[src/rtl/recv_reg_axis.sv]
// Two-wire LED serial bus receiver: oversamples led clk/data, shifts MSB-first 32-bit words,
// presents them on an AXI-Stream master. Define RECV_REG_AXIS_FIFO_EN for a 4-entry output FIFO.
module recv_reg_axis #(
    parameter int IDLE_TIMEOUT = 1024,
    parameter int TIMEOUT_W    = 11
) (
    input  logic        i_clk,
    input  logic        i_reset_n,
    input  logic        i_led_clk,
    input  logic        i_led_data,
    output logic [31:0] m_axis_data,
    output logic        m_axis_tvalid,
    input  logic        m_axis_tready,
    output logic        o_overflow,
    output logic        o_sync_err
);

    localparam logic [TIMEOUT_W-1:0] IDLE_MAX = TIMEOUT_W'(IDLE_TIMEOUT);

    logic                 clk_s1, clk_s2, clk_s3;
    logic                 data_s1, data_s2;
    logic [30:0]          sr;
    logic [4:0]           bit_cnt;
    logic [TIMEOUT_W-1:0] idle_cnt;
    logic                 rise;
    logic                 push;
    logic                 drop;
    logic                 pop;
    logic [31:0]          word;

    assign rise = clk_s2 & ~clk_s3;
    assign push = rise && (bit_cnt == 5'd31);
    assign word = {sr, data_s2};
    // AXIS handshake: a beat transfers on a clock edge where m_axis_tvalid and m_axis_tready
    // are both 1; tvalid comes from registers only, and data is held while valid and not ready.
    assign pop  = m_axis_tvalid & m_axis_tready;

    always_ff @(posedge i_clk or negedge i_reset_n) begin
        if (!i_reset_n) begin
            clk_s1  <= 1'b0;
            clk_s2  <= 1'b0;
            clk_s3  <= 1'b0;
            data_s1 <= 1'b0;
            data_s2 <= 1'b0;
        end else begin
            clk_s1  <= i_led_clk;
            clk_s2  <= clk_s1;
            clk_s3  <= clk_s2;
            data_s1 <= i_led_data;
            data_s2 <= data_s1;
        end
    end

    // A rise always wins over a timeout in the same cycle.
    always_ff @(posedge i_clk or negedge i_reset_n) begin
        if (!i_reset_n) begin
            sr         <= '0;
            bit_cnt    <= '0;
            idle_cnt   <= '0;
            o_sync_err <= 1'b0;
        end else if (rise) begin
            sr       <= {sr[29:0], data_s2};
            bit_cnt  <= bit_cnt + 5'd1;
            idle_cnt <= '0;
        end else if (idle_cnt == IDLE_MAX) begin
            if (bit_cnt != 5'd0) begin
                bit_cnt    <= '0;
                o_sync_err <= 1'b1;
            end
        end else begin
            idle_cnt <= idle_cnt + 1'b1;
        end
    end

    always_ff @(posedge i_clk or negedge i_reset_n) begin
        if (!i_reset_n) begin
            o_overflow <= 1'b0;
        end else if (drop) begin
            o_overflow <= 1'b1;
        end
    end

`ifdef RECV_REG_AXIS_FIFO_EN
    logic [31:0] mem [4];
    logic [1:0]  wr_ptr, rd_ptr;
    logic [2:0]  count;
    logic        full;
    logic        accept;

    assign full          = (count == 3'd4);
    assign accept        = push && (!full || pop);
    assign drop          = push && full && !pop;
    assign m_axis_tvalid = (count != 3'd0);
    assign m_axis_data   = mem[rd_ptr];

    always_ff @(posedge i_clk or negedge i_reset_n) begin
        if (!i_reset_n) begin
            for (int i = 0; i < 4; i++) mem[i] <= '0;
            wr_ptr <= '0;
            rd_ptr <= '0;
            count  <= '0;
        end else begin
            if (accept) begin
                mem[wr_ptr] <= word;
                wr_ptr      <= wr_ptr + 2'd1;
            end
            if (pop) begin
                rd_ptr <= rd_ptr + 2'd1;
            end
            case ({accept, pop})
                2'b10:   count <= count + 3'd1;
                2'b01:   count <= count - 3'd1;
                default: count <= count;
            endcase
        end
    end
`else
    assign drop = push && m_axis_tvalid && !pop;

    always_ff @(posedge i_clk or negedge i_reset_n) begin
        if (!i_reset_n) begin
            m_axis_data   <= '0;
            m_axis_tvalid <= 1'b0;
        end else if (push && (!m_axis_tvalid || pop)) begin
            m_axis_data   <= word;
            m_axis_tvalid <= 1'b1;
        end else if (pop) begin
            m_axis_tvalid <= 1'b0;
        end
    end
`endif

endmodule

[config.mk]
export PLATFORM = sky130hd
export DESIGN_NAME = recv_reg_axis
export DESIGN_NICKNAME = d
export VERILOG_FILES = /design/src/rtl/recv_reg_axis.sv
export SDC_FILE = /design/constraint.sdc
export NUM_CORES = 1
export LEC_CHECK = 0
export BUFFER_PORTS_ARGS = -buffer_cell sky130_fd_sc_hd__buf_2
export CAP_MARGIN = 20
export CORE_UTILIZATION = 57
export CTS_CLUSTER_SIZE = 10
export DETAILED_ROUTE_END_ITERATION = 6
export GPL_TIMING_DRIVEN = 0
export HOLD_SLACK_MARGIN = 0.05
export PLACE_DENSITY = 0.89
export SYNTH_ARGS = -nofsm -noshare
export SYNTH_HDL_FRONTEND = slang
export SYNTH_SLANG_ARGS = --single-unit
[constraint.sdc]
create_clock -name i_clk -period 2.15 [get_ports i_clk]
set_input_delay 0.215 -clock i_clk [delete_from_list [all_inputs] [get_ports i_clk]]
set_output_delay 0.215 -clock i_clk [all_outputs]
set_load 0.02 [all_outputs]
# Word level (Yosys, flattened, before mapping)
# Cells that the tools add are included.
# classes
addsub,2
n_mux,7
reduce_logical,13
n_eq_ne,3
n_bitwise,4
# ops
op,count
$mux 11,2
$mux 5,3
$add 11x1->11 const B,1
$eq 11x11->1 const B,1
$reduce_bool 2->1,3
$add 5x1->5 const B,1
$eq 5x5->1 const B,1
$reduce_bool 5->1,1
$logic_and 1x1->1,4
$reduce_and 3->1,1
$and 1x1->1,2
$logic_not 1->1,2
$mux 1,2
$ne 2x2->1 const B,1
$not 1->1,2
$reduce_and 2->1,1
$logic_or 1x1->1,1
# totals
output_inout_bits,35
in_bits,5
word_cells,41
reg_bits,87

# Longest topological paths before layout
# Gate-level depths: netlist of the first run.
# depth
depth_word,5
mapped_depth,7
mapped_depth_nobuf,6

# Worst setup path before layout of the first run
# No wires, ideal clock.
# synth_timing
kind,reg-to-reg
from,reg bit_cnt[0]
to,reg m_axis_data[10]
path_stages_with_launch,8
path_slack_ns,0.311
arrival_ns,1.714
setup_ns,0.125
period_less_slack_ns,1.839
required_time_ns,2.025
n_path_buf,1
path_cell_list,dfrtp_1 ha_1 and3_1 ha_1 nand3b_1 nor2_1 buf_2 mux2_2
# synth_via
elab_chain_len,3
# synth_lines
element,line,source
start: declaration,23,logic [4:0] bit_cnt;
start signal: assignment,63,bit_cnt <= bit_cnt + 5'd1;
$eq 5x5->1,32,assign push = rise && (bit_cnt == 5'd31);
$logic_and 1x1->1,32,
$logic_and 1x1->1,124,end else if (push && (!m_axis_tvalid || pop)) begin
end signal: assignment,125,m_axis_data <= word;
end: declaration,11,"output logic [31:0] m_axis_data,"
# Every way passes these cells.
# A chain may end at the register's enable or synchronous reset.

# Worst setup path in the final report of the first run
# layout_timing
from,reg bit_cnt[0]
to,reg m_axis_data[17]
# Same word-level chain as after synthesis.

==> results.txt, run 1 <==
The flow ran to the end, and the final reports show no timing, DRC or antenna violations. The power density over cell area is 860.5 nW/um2, and the cell count after synthesis is 310. The floorplan step defined a core boundary enclosing 5921 um2. Net switching is 25.67% of the power. The number of violations of the max-capacitance limit was 0. TritonCTS built the clock tree. Global routing consumed, over all layers together, 22.52% of the routing resources.

The clock network burns 36.2% of the power. Across all hold checks on the routed design, the worst slack comes to 224.6 ps. The synthesized design contains 0 enable-type register cells.

The library cells used most frequently in the layout, excluding fill and tap cells, are 105 x nand2_1, 87 x dfrtp_1, 39 x buf_2. For the post-detailed-placement half-perimeter wirelength, the log shows 4350 um. The placed instances occupy a cell area of 3822 um2. Setup violations remaining at the end of the flow were counted as 0. In the routed layout, each cell is associated on average with a via count of 5.379. IR analysis of the VDD net gives a maximum drop of 0.0004151 V. In the final routed layout, each cell accounts on average for 14.75 um. The tools report the starting density of the core as 59.30%.

A synthesized cell averages 11.33 um2. The synthesized design devotes to its leading area cell type 62.01% of total area. The category of the most critical setup path is register to register. For the maximum clock rate, the log shows 0.4922 GHz. Across all layers, the routed design uses 2383 vias.

Number of nets in the layout: 374. Cell count of the worst reg-to-reg path: 7. The floorplan has 28 rows. Of all nets on the critical path, the largest fanout is 10.

In this run, synthesis produced a sequential element count of 87. The summed negative setup slack over all endpoints is 0 ps. The remaining max-slew budget at the tightest pin was 62.50%.

The finished cells cover 4096 um2. The synthesis warning total came out at 0. The analysis attributes to cell leakage a power of 2.192 nW.

The routed design could run at a clock period as short as 2032 ps. Summed over all layers, the routed wires come to 6534 um. The critical path arrival is 2270 ps. The H-tree was split into 3 levels.

The initial antenna violation count came out at 0. Area taken by flip-flops and latches: 2177 um2. The netlist area before placement came out at 3511 um2.

The post-route clock period utilization is 94.50%, and the relative area change from synthesis to final layout is 16.68%. For the worst path required time, the log shows 2390 ps. The number of nets handed over by synthesis was 320. Buffers added to address setup during post-CTS repair amount to 0. The slew at the pin closest to its max-slew limit came out at 554.7 ps. The number of buffers created by CTS was 9.

The post-detailed-route DRC marker count was 0; the final global-route overflow total was 0. The logs give 2424 for the via count of the first global-routing pass and 6477 um2 for the die area. Of all flip-flops after synthesis, the portion carrying an async set or reset was 100.0%. The clock reaches the later pin of the worst-skew pair after 350 ps.

The number of detailed-routing iterations run before antenna repair is 4, and the count of port buffers added during placement is 39. Entering global routing, the biggest net connects 47 pins. 0 antenna diodes ended up in the layout. The width of the die was 80.48 um; the remaining number of nets flagged by the antenna check after routing was 0. The congestion estimate from routability-driven global placement came to 0.7795. Internal power comes to 0.002620 W. Along the worst hold path, the cell count comes to 3. Setup repair after global routing left no endpoint under its margin. The count of boundary I/O pins is 40, and the part of the power in combinational logic is 10.1%. Yosys mapped the design onto 35 distinct sky130hd cell types. CTS saw 87 sinks.

The synthesized design spends more area on one cell type than any other, namely dfrtp_1. The run gives 0.0009050 W as the switching power summed over all nets. The filler cells instantiated in the layout total 394.

Between clock sinks in the finished design, the worst skew comes to 9.557 ps. Ranked by total cell area, the synthesized netlist is headed by dfrtp_1 62%, nand2_1 11%, mux2_2 10%. Leaving out fill and tap cells, the most frequent cell in the layout is nand2_1. The critical path endpoint category is a register. Most frequently used flop master after synthesis: dfrtp_1.

The number of max-slew violations in the final report is 0, and the y dimension of the die is 80.48 um. For the violation count after the first detailed-routing iteration, the log shows 95. The tools report the startpoint class of the critical path as a register.

In this run the worst hold path is classified as input pin to register. The first global-routing pass estimated 10910 um of wire. The share of final-layout standard cells stronger than drive strength 1 works out to 27.45%. Summing all multi-input logic gate instances after layout gives 1250 um2. The root buffer cell chosen for the clock tree is clkbuf_8.

The post-CTS clock slew at the launch and capture registers of the worst setup and hold paths was 80 ps; the maximum buffer depth of the clock tree was 2. The count of endpoints failing hold in the final timing report is 0, and the sequential fraction of design power is 53.8%. For this run, the register share of the synthesized area comes to 62.01%.
path summary, 6_finish.rpt:
kind	start	end	slack [ps]
setup / recovery	bit_cnt[0]	m_axis_data[17]	120
hold / removal	m_axis_tready	m_axis_tvalid	220
setup reg to reg	bit_cnt[0]	m_axis_data[17]	120
hold reg to reg	data_s1	data_s2	340
max in group asynchronous	i_reset_n	o_sync_err	1140
min in group asynchronous	i_reset_n	m_axis_data[12]	390
critical path: stages, from the launching register on:
cell      delay [ps]
dfrtp_1          400
ha_1             200
and3_1           170
ha_1             170
nand3b_1         150
nor2_4           200
clkbuf_4         260
mux2_2           360
repair_timing:
| item | 4_1_cts | 5_1_grt |
|---|---|---|
| hold buffers | 3 | 0 |
| setup endpoints to repair | 30 | 24 |
| gates resized for setup | 2 | 3 |
| endpoints found under the hold margin | 43 | 0 |
synth_stat cells (all sizes together), types with 5 or more instances:
cell,number
mux2,32
dfrtp,87
buf,5
a21oi,6
clkbuf,9
nand2,105
ha,5
o31ai,6
nand3,7
o21ai,7
inv,7
or4,5
state kept, by name, indices dropped and copies added, names as in the netlist, 5 cells and up:
register and count:
sr 31, idle_cnt 11, m_axis_data 32, bit_cnt 5
through the flow:
stage	util, %	cells	total power, W	worst slack (ps)
2_1_floorplan	-	310	0.002147	311.1
3_3_place_gp	64.18	424	0.002238	-25.69
3_5_place_dp	64.56	425	0.002278	-69.31
4_1_cts	69.02	443	0.003540	9.755
5_1_grt	69.19	443	0.003685	36.16
6_report	69.19	443	0.003525	118.2
logic make-up after synthesis:
logic type / after synthesis / synth area share (%)
adder cells (fa/ha/maj): 5 / 1.782
multiplexers: 34 / 10.83
buffers and inverters: 21 / 2.602
XOR/XNOR: 2 / 0.4990
flip-flops: 87 / 62.01
AO/OA/AOI/OAI: 23 / 4.419
AND/OR/NAND/NOR: 138 / 17.85
area by class of cell:
class                           count  share of cell area (%)
Tap cell                           75                   2.291
Multi-Input combinational cell    202                   30.51
Buffer                             14                   1.772
Sequential cell                    87                   53.15
Clock inverter                      4                   1.894
Inverter                            7                  0.6414
Clock buffer                       11                   3.696
Timing Repair Buffer               43                   6.048
layer usage:
layer  vias up  wire [um]  global-route usage, %
li1       1137          -                      -
met1      1189       2833                  28.24
met2        51       3438                  38.31
met3         6        204                  4.773
met4         0         58                  8.214
met5         -          0                      0
power groups by stage:
| stage | Combinational, W | Sequential [W] | Clock [W] |
|---|---|---|---|
| floorplan | 0.000262 | 0.00188 | 0 |
| global placement | 0.000327 | 0.00191 | 0 |
| detailed placement | 0.000354 | 0.00192 | 0 |
| CTS | 0.000360 | 0.00189 | 0.00129 |
| global route | 0.000408 | 0.00192 | 0.00136 |
| finish | 0.000355 | 0.00190 | 0.00127 |
Note: power is estimated with default switching activity, not from simulation.
==> run 2, diff against run 1 <==
--- a/config.mk
+++ b/config.mk
@@ -5,6 +5,7 @@
 export SDC_FILE = /design/constraint.sdc
 export NUM_CORES = 1
 export LEC_CHECK = 0
+export ABC_CLOCK_PERIOD_IN_PS = 2150
 export BUFFER_PORTS_ARGS = -buffer_cell sky130_fd_sc_hd__buf_2
 export CAP_MARGIN = 20
 export CORE_UTILIZATION = 57
@@ -13,6 +14,7 @@
 export GPL_TIMING_DRIVEN = 0
 export HOLD_SLACK_MARGIN = 0.05
 export PLACE_DENSITY = 0.89
+export RECOVER_POWER = 25
 export SYNTH_ARGS = -nofsm -noshare
 export SYNTH_HDL_FRONTEND = slang
 export SYNTH_SLANG_ARGS = --single-unit
==> run 2 against run 1 <==
Combinational power barely moved. Sequential cell count did not move. Sequential power barely moved. Count of clock-buffer cells in the layout did not move. Via count barely moved. Worst setup slack improved by 1.7 ps. Clock skew barely moved. Non-clock buffer count did not move. Total power barely moved.
==> results.txt, run 2 (same netlist as run 1, synthesis figures left out) <==
The number of violations of the max-capacitance limit was 0 (unchanged). The post-route clock period utilization was 94.42% (about the same). Width of the die: 80.48 um (unchanged). The post-detailed-placement half-perimeter wirelength is 4350 um (unchanged). The total number of placement rows is 28 (unchanged).

Clock tree synthesis selected as its root buffer the cell clkbuf_8. The maximum number of pins on one net before global-route repair was 47 (unchanged). The peak supply drop is 0.0004167 V (+0.38%). The violation count after the first detailed-routing iteration was 95 (unchanged); the placed cell count was 425 (unchanged). STA classifies the critical path startpoint as a register.

Number of buffers created by CTS: 9 (unchanged). The worst setup path is of the register to register kind. The min-delay analysis places its worst path in the category input pin to register.

The global-route usage over all layers came out at 22.52% (unchanged). For the first-pass GRT wire length, the log shows 10910 um (unchanged). The summed negative setup slack over all endpoints was 0 ps (unchanged); the worst setup slack for register-to-register paths was 120 ps (about the same). The non-filler instance count after layout is 443 (unchanged), and the smallest hold slack is 223.2 ps (-1.397 ps). The register with the most flip-flops is m_axis_data. The final routed wirelength across all metal layers was 6532 um (about the same). The logs give 2270 ps (about the same) for the critical path arrival and 0.7795 (unchanged) for the routability congestion estimate. The post-CTS clock slew at the launch and capture registers of the worst setup and hold paths was 80 ps (about the same). The run gives 396 (+0.51%) as the final-layout fill cell count. The via count of the first global-routing pass is 2424 (unchanged), and the worst-path maximum fanout is 10 (unchanged).

Count of port buffers added during placement: 39 (unchanged). The flip-flop count of the largest register after layout came out at 32 (unchanged). The leading cell type in the layout, fill and taps excluded is nand2_1. The share of final-layout standard cells stronger than drive strength 1 came out at 26.90% (-0.54 points). The final non-filler cell area came out at 4091 um2 (-0.12%).

The count of boundary I/O pins was 40 (unchanged); the slew at the pin closest to its max-slew limit was 1030 ps (+475.5 ps). For the number of H-tree branching levels, the log shows 3 (unchanged). The power density over cell area works out to 861.9 nW/um2 (+0.15%).

The tools report the die area as 6477 um2 (unchanged). The starting density of the core is 59.30% (unchanged). The largest registers in the layout are m_axis_data: 32 flops, sr: 31 flops, idle_cnt: 11 flops. The top cell types in the final layout, fill and taps aside, are 105 x nand2_1, 87 x dfrtp_1, 37 x buf_2. Setup repair after global routing left no endpoint under its margin.

The run gives 0 (unchanged) as the initial antenna violation count. The run gives 0 (unchanged) as the count of endpoints failing hold in the final timing report. The logs give 2 (unchanged) for the maximum buffer depth of the clock tree and 4 (unchanged) for the number of detailed-routing iterations run before antenna repair. The clock period minus worst slack was 2030 ps (-1.722 ps); the antenna cell count was 0 (unchanged).

For the maximum clock rate, the log shows 0.4926 GHz (about the same). The run finished with clean final reports. The remaining max-slew budget at the tightest pin was 31.32% (-31 points); the via count was 2385 (+0.084%). For the number of nets in the layout, the log shows 374 (unchanged). TritonCTS built the clock tree. The post-detailed-route DRC marker count was 0 (unchanged).

The standard cell core area is 5921 um2 (unchanged), and the number of sinks handled by clock tree synthesis is 87 (unchanged). The run gives 2390 ps (about the same) as the worst path required time. The y dimension of the die works out to 80.48 um (unchanged).

For the number of max-slew violations in the final report, the log shows 0 (unchanged). The tools report the buffer count from post-CTS setup fixing as 0 (unchanged). STA classifies the critical path endpoint as a register.

The run gives 0 (unchanged) as the final global-route overflow total. The worst clock skew on the final layout was 9.699 ps (+0.1414 ps); the leakage power figure was 2.182 nW (-0.43%). The final-report setup violation count came out at 0 (unchanged). The run gives 3822 um2 (unchanged) as the post-place instance area. The area growth from synthesis to layout is 16.54%. The post-layout utilization of the core is 69.10% (-0.084 points), and the detail-routed net length per standard cell is 14.74 um (about the same). The worst-skew pair later-pin latency was 350 ps (about the same); the remaining number of nets flagged by the antenna check after routing was 0 (unchanged). The via count normalized by instance count works out to 5.384 (about the same).
run 2: metrics by stage:
step           worst slack [ps]  power [W]
2_1_floorplan             311.1   0.002147
3_3_place_gp             -25.69   0.002238
3_5_place_dp             -69.31   0.002278
4_1_cts                   9.755   0.003540
5_1_grt                   36.16   0.003685
6_report                  119.9   0.003526
run 2: metal layers:
metal,wire length (um),global-route usage (%),vias to the layer above
met5,0,0,-
met4,63,8.214,0
met3,213,4.773,6
met2,3440,38.31,52
met1,2815,28.24,1190
li1,-,-,1137
run 2: worst paths after layout:
kind | cells past startpoint | from | end
max | 7 | bit_cnt[0] | m_axis_data[17]
min | 3 | m_axis_tready | m_axis_tvalid
max reg2reg | 7 | bit_cnt[0] | m_axis_data[17]
min reg2reg | 0 | data_s1 | data_s2
max in group asynchronous | 3 | i_reset_n | o_sync_err
min in group asynchronous | 2 | i_reset_n | m_axis_data[12]
run 2: critical path, stage by stage, from the launching register on:
cell,delay (ps)
dfrtp_1,400
ha_1,200
and3_1,170
ha_1,170
nand3b_1,150
nor2_4,200
clkbuf_4,260
mux2_2,360
run 2: timing repair:
action | 4_1_cts | 5_1_grt
endpoints found under the hold margin | 43 | 0
endpoints found under the setup margin | 30 | 24
resized for setup | 2 | 3
hold buffers | 3 | 0
run 2: cell type report:
| class | instances | area (um2) | area share [%] |
|---|---|---|---|
| buffer | 14 | 72.57 | 1.774 |
| clock buffer | 11 | 151.4 | 3.700 |
| clock inverter | 4 | 77.57 | 1.896 |
| inverter | 7 | 26.28 | 0.6422 |
| multi-input combinational | 202 | 1250 | 30.55 |
| sequential | 87 | 2177 | 53.21 |
| tap | 75 | 93.84 | 2.294 |
| timing repair buffer | 43 | 242.7 | 5.933 |
run 2: power by group:
group          total (W)  internal (W)  switching, W  leakage (nW)
combinational   0.000354      0.000141      0.000214         0.882
sequential       0.00190       0.00176      0.000134          1.18
clock            0.00128      0.000718      0.000559         0.116
total            0.00353       0.00262      0.000907          2.18
==> run 3, diff against run 2 <==
--- a/config.mk
+++ b/config.mk
@@ -13,7 +13,7 @@
 export DETAILED_ROUTE_END_ITERATION = 6
 export GPL_TIMING_DRIVEN = 0
 export HOLD_SLACK_MARGIN = 0.05
-export PLACE_DENSITY = 0.89
+export PLACE_DENSITY_LB_ADDON = 0.1
 export RECOVER_POWER = 25
 export SYNTH_ARGS = -nofsm -noshare
 export SYNTH_HDL_FRONTEND = slang
==> run 3 against run 2 <==
Clock power shrank 13%. Utilization is 0.59 points lower. Sequential power hardly changed. Register-to-register slack improved by 40 ps. Count of clock-buffer cells in the layout unchanged. Worst setup slack better by 36 ps. Cell count is 0.23% higher. Maximum frequency rose by 1.8%. Worst hold slack got worse by 38 ps. Critical path type unchanged. Critical endpoint is now m_axis_data[15]. Highest routed layer unchanged.
==> results.txt, run 3 (same netlist as run 1, synthesis figures left out) <==
The violation count after the first detailed-routing iteration was 100 (+5.3%). The largest individual stage delay along the critical path comes from the cell dfrtp_1. The flow ran to the end, and the final reports show no timing, DRC or antenna violations. The cell family contributing the most delay on the critical path is simple AND/OR/NAND/NOR gates. The total power after layout was 0.003354 W (-4.9%).

The post-layout utilization of the core was 68.51% (-0.59 points); the total number of placement rows was 28 (unchanged). The end of the worst register-to-register path was m_axis_data[15]. The logs give 0 (unchanged) for the antenna cell count and 0 (unchanged) for the initial antenna violation count. The area growth from synthesis to layout is 15.54%. The post-route clock period utilization came out at 92.74% (-1.7 points). The library cell used most frequently in the layout, excluding fill and tap cells, is nand2_1. The global-route usage over all layers was 21.35% (-1.2 points); the final non-filler cell area was 4056 um2 (-0.86%). The number of nets in the layout is 374 (unchanged).

The tools report the post-detailed-placement half-perimeter wirelength as 4163 um (-4.3%). The power density over cell area came out at 826.7 nW/um2 (-4.1%). In the final layout, the registers with the most flip-flops are m_axis_data: 32 flops, sr: 31 flops, idle_cnt: 11 flops. Type of the tightest min-delay check: input pin to register. The run gives 0.8168 (+4.8%) as the routability congestion estimate. TritonCTS built the clock tree. The number of max-slew violations in the final report is 0 (unchanged), and the worst stage delay on the critical path is 400 ps (about the same). The tools report the final worst slack as 156.1 ps (+36.18 ps). The die area is 6477 um2 (unchanged), and the cell count of the worst reg-to-reg path is 7 (unchanged).

The leakage power figure came out at 2.165 nW (-0.81%). The final routed wirelength across all metal layers came out at 6166 um (-5.6%). m_axis_data holds more flip-flops than any other register. The maximum clock rate is 0.5015 GHz (+1.8%), and the via count normalized by instance count is 5.275 (-2.0%). The slew at the pin closest to its max-slew limit works out to 1435 ps (+404.4 ps). The worst-skew pair later-pin latency was 360 ps (about the same).

The worst register-to-register path begins at bit_cnt[0]. The post-place instance area is 3830 um2 (+0.20%). The worst hold path terminates at m_axis_tvalid.

The detail-routed net length per standard cell works out to 13.89 um (-5.8%). The remaining number of nets flagged by the antenna check after routing was 0 (unchanged). The post-CTS clock slew at the launch and capture registers of the worst setup and hold paths works out to 80 ps (about the same).

The worst clock skew on the final layout was 9.059 ps (-0.6395 ps). For the standard cell core area, the log shows 5921 um2 (unchanged). STA classifies the critical path endpoint as a register. The tree is rooted in a clkbuf_8.

Hold path startpoint: m_axis_tready. The clock period minus worst slack is 1994 ps (-36.18 ps), and the number of H-tree branching levels is 3 (unchanged). The number of sinks handled by clock tree synthesis is 87 (unchanged). The run gives 2390 ps (about the same) as the worst path required time. The starting density of the core is 59.30% (unchanged). The cell seen most often among critical-path stages was ha_1.

The tools report the post-placement worst setup slack as 20.24 ps (+89.54 ps). Maximum number of pins on one net before global-route repair: 64 (+36%). Walking the worst path, the cells encountered are ha_1 -> and3_1 -> ha_1 -> nand3b_1 -> nor2_2 -> clkbuf_4 -> mux2_2. The final-layout fill cell count is 450 (+14%), and the number of violations of the max-capacitance limit is 0 (unchanged).

The number of stages on the worst hold path works out to 3 (unchanged). The logs give 2240 ps (-30 ps) for the critical path arrival and 0 (unchanged) for the final global-route overflow total. For the post-detailed-route DRC marker count, the log shows 0 (unchanged). The run gives 160 ps (+40 ps) as the worst setup slack for register-to-register paths. Via count: 2342 (-1.8%). The y dimension of the die was 80.48 um (unchanged). The maximum buffer depth of the clock tree is 2 (unchanged). The flip-flop count of the largest register after layout is 32 (unchanged).

The width of the die was 80.48 um (unchanged); the count of port buffers added during placement was 39 (unchanged). The share of final-layout standard cells stronger than drive strength 1 came out at 26.83% (-0.073 points). The most critical setup path has its startpoint at bit_cnt[0]. In the layout the commonest cells are 105 x nand2_1, 87 x dfrtp_1, 39 x buf_2.

The number of buffers created by CTS was 9 (unchanged); the number of detailed-routing iterations run before antenna repair was 4 (unchanged). The number of buffers and inverters on the critical path was 1 (unchanged). Setup repair after global routing left no endpoint under its margin. STA classifies the critical path startpoint as a register. The logs give 0 (unchanged) for the final-report setup violation count and 0.0005690 V (+37%) for the peak supply drop.

The count of endpoints failing hold in the final timing report is 0 (unchanged), and the remaining max-slew budget at the tightest pin is 4.363% (-27 points). The category of the most critical setup path was register to register. The worst-path maximum fanout was 10 (unchanged); the count of boundary I/O pins was 40 (unchanged).

The via count of the first global-routing pass was 2198 (-9.3%); the first-pass GRT wire length was 10200 um (-6.5%).
## run 3: cell types whose count changed in the layout (fill, tap and decap cells not counted), sizes merged
| cell | before | now |
|---|---|---|
| bufinv | 2 | 1 |
| clkinvlp | 0 | 2 |
| clkinv | 1 | 2 |
| inv | 8 | 7 |
| buf | 40 | 42 |
| clkbuf | 25 | 23 |
## run 3: worst min-delay path, delay by kind of cell
family | cells | cell delay, ps
and+or+nand+nor | 2 | 210
buffers and inverters | 1 | 80
## run 3: final cells by class
class                           instances  area, um2  share of cell area, %
Sequential cell                        87       2177                  53.67
Tap cell                               75      93.84                  2.313
Buffer                                 14      72.57                  1.789
Multi-Input combinational cell        202       1245                  30.69
Timing Repair Buffer                   43      251.5                  6.200
Clock buffer                           11      131.4                  3.239
Inverter                                7      26.28                 0.6477
Clock inverter                          5      58.81                  1.450
## run 3: worst max-delay path by stage
| stage | endpoint | slack [ps] | cells after the start |
|---|---|---|---|
| CTS | m_axis_data[15] | -2 | 7 |
| floorplan | m_axis_data[10] | 310 | 7 |
| finish | m_axis_data[15] | 160 | 7 |
| global placement | m_axis_data[3] | 50 | 7 |
| detailed placement | m_axis_data[6] | 20 | 7 |
| global route | m_axis_data[15] | 20 | 7 |
## run 3: repair_timing
action / 4_1_cts / 5_1_grt
gates resized for setup: 1 / 3
setup endpoints to repair: 2 / 30
endpoints found under the hold margin: 26 / 0
buffers inserted: 0 / 0
hold buffers: 3 / 0
## run 3: metrics by stage
stage                     std cells  TNS [ps]  hold slack (ps)
after floorplan                 310         0           -80.59
after global placement          424         0            322.6
after detailed placement        425         0            147.3
after CTS                       444    -1.826            163.6
after global routing            444         0            208.4
final                           444         0            184.9
## run 3: power breakdown
| part | switching (W) | leakage [nW] | total, W | internal (W) |
|---|---|---|---|---|
| sequential | 0.000130 | 1.18 | 0.00189 | 0.00176 |
| clock | 0.000568 | 0.0895 | 0.00111 | 0.000538 |
| combinational | 0.000213 | 0.890 | 0.000356 | 0.000143 |
| total | 0.000912 | 2.16 | 0.00335 | 0.00244 |
## run 3: per-layer routing
layer	part of all wire, %	up-vias	track usage, %
met1	46	1153	28.09
met4	2.0	0	10.18
li1	-	1136	-
met3	3.3	13	4.886
met5	0	-	0
met2	49	40	33.39
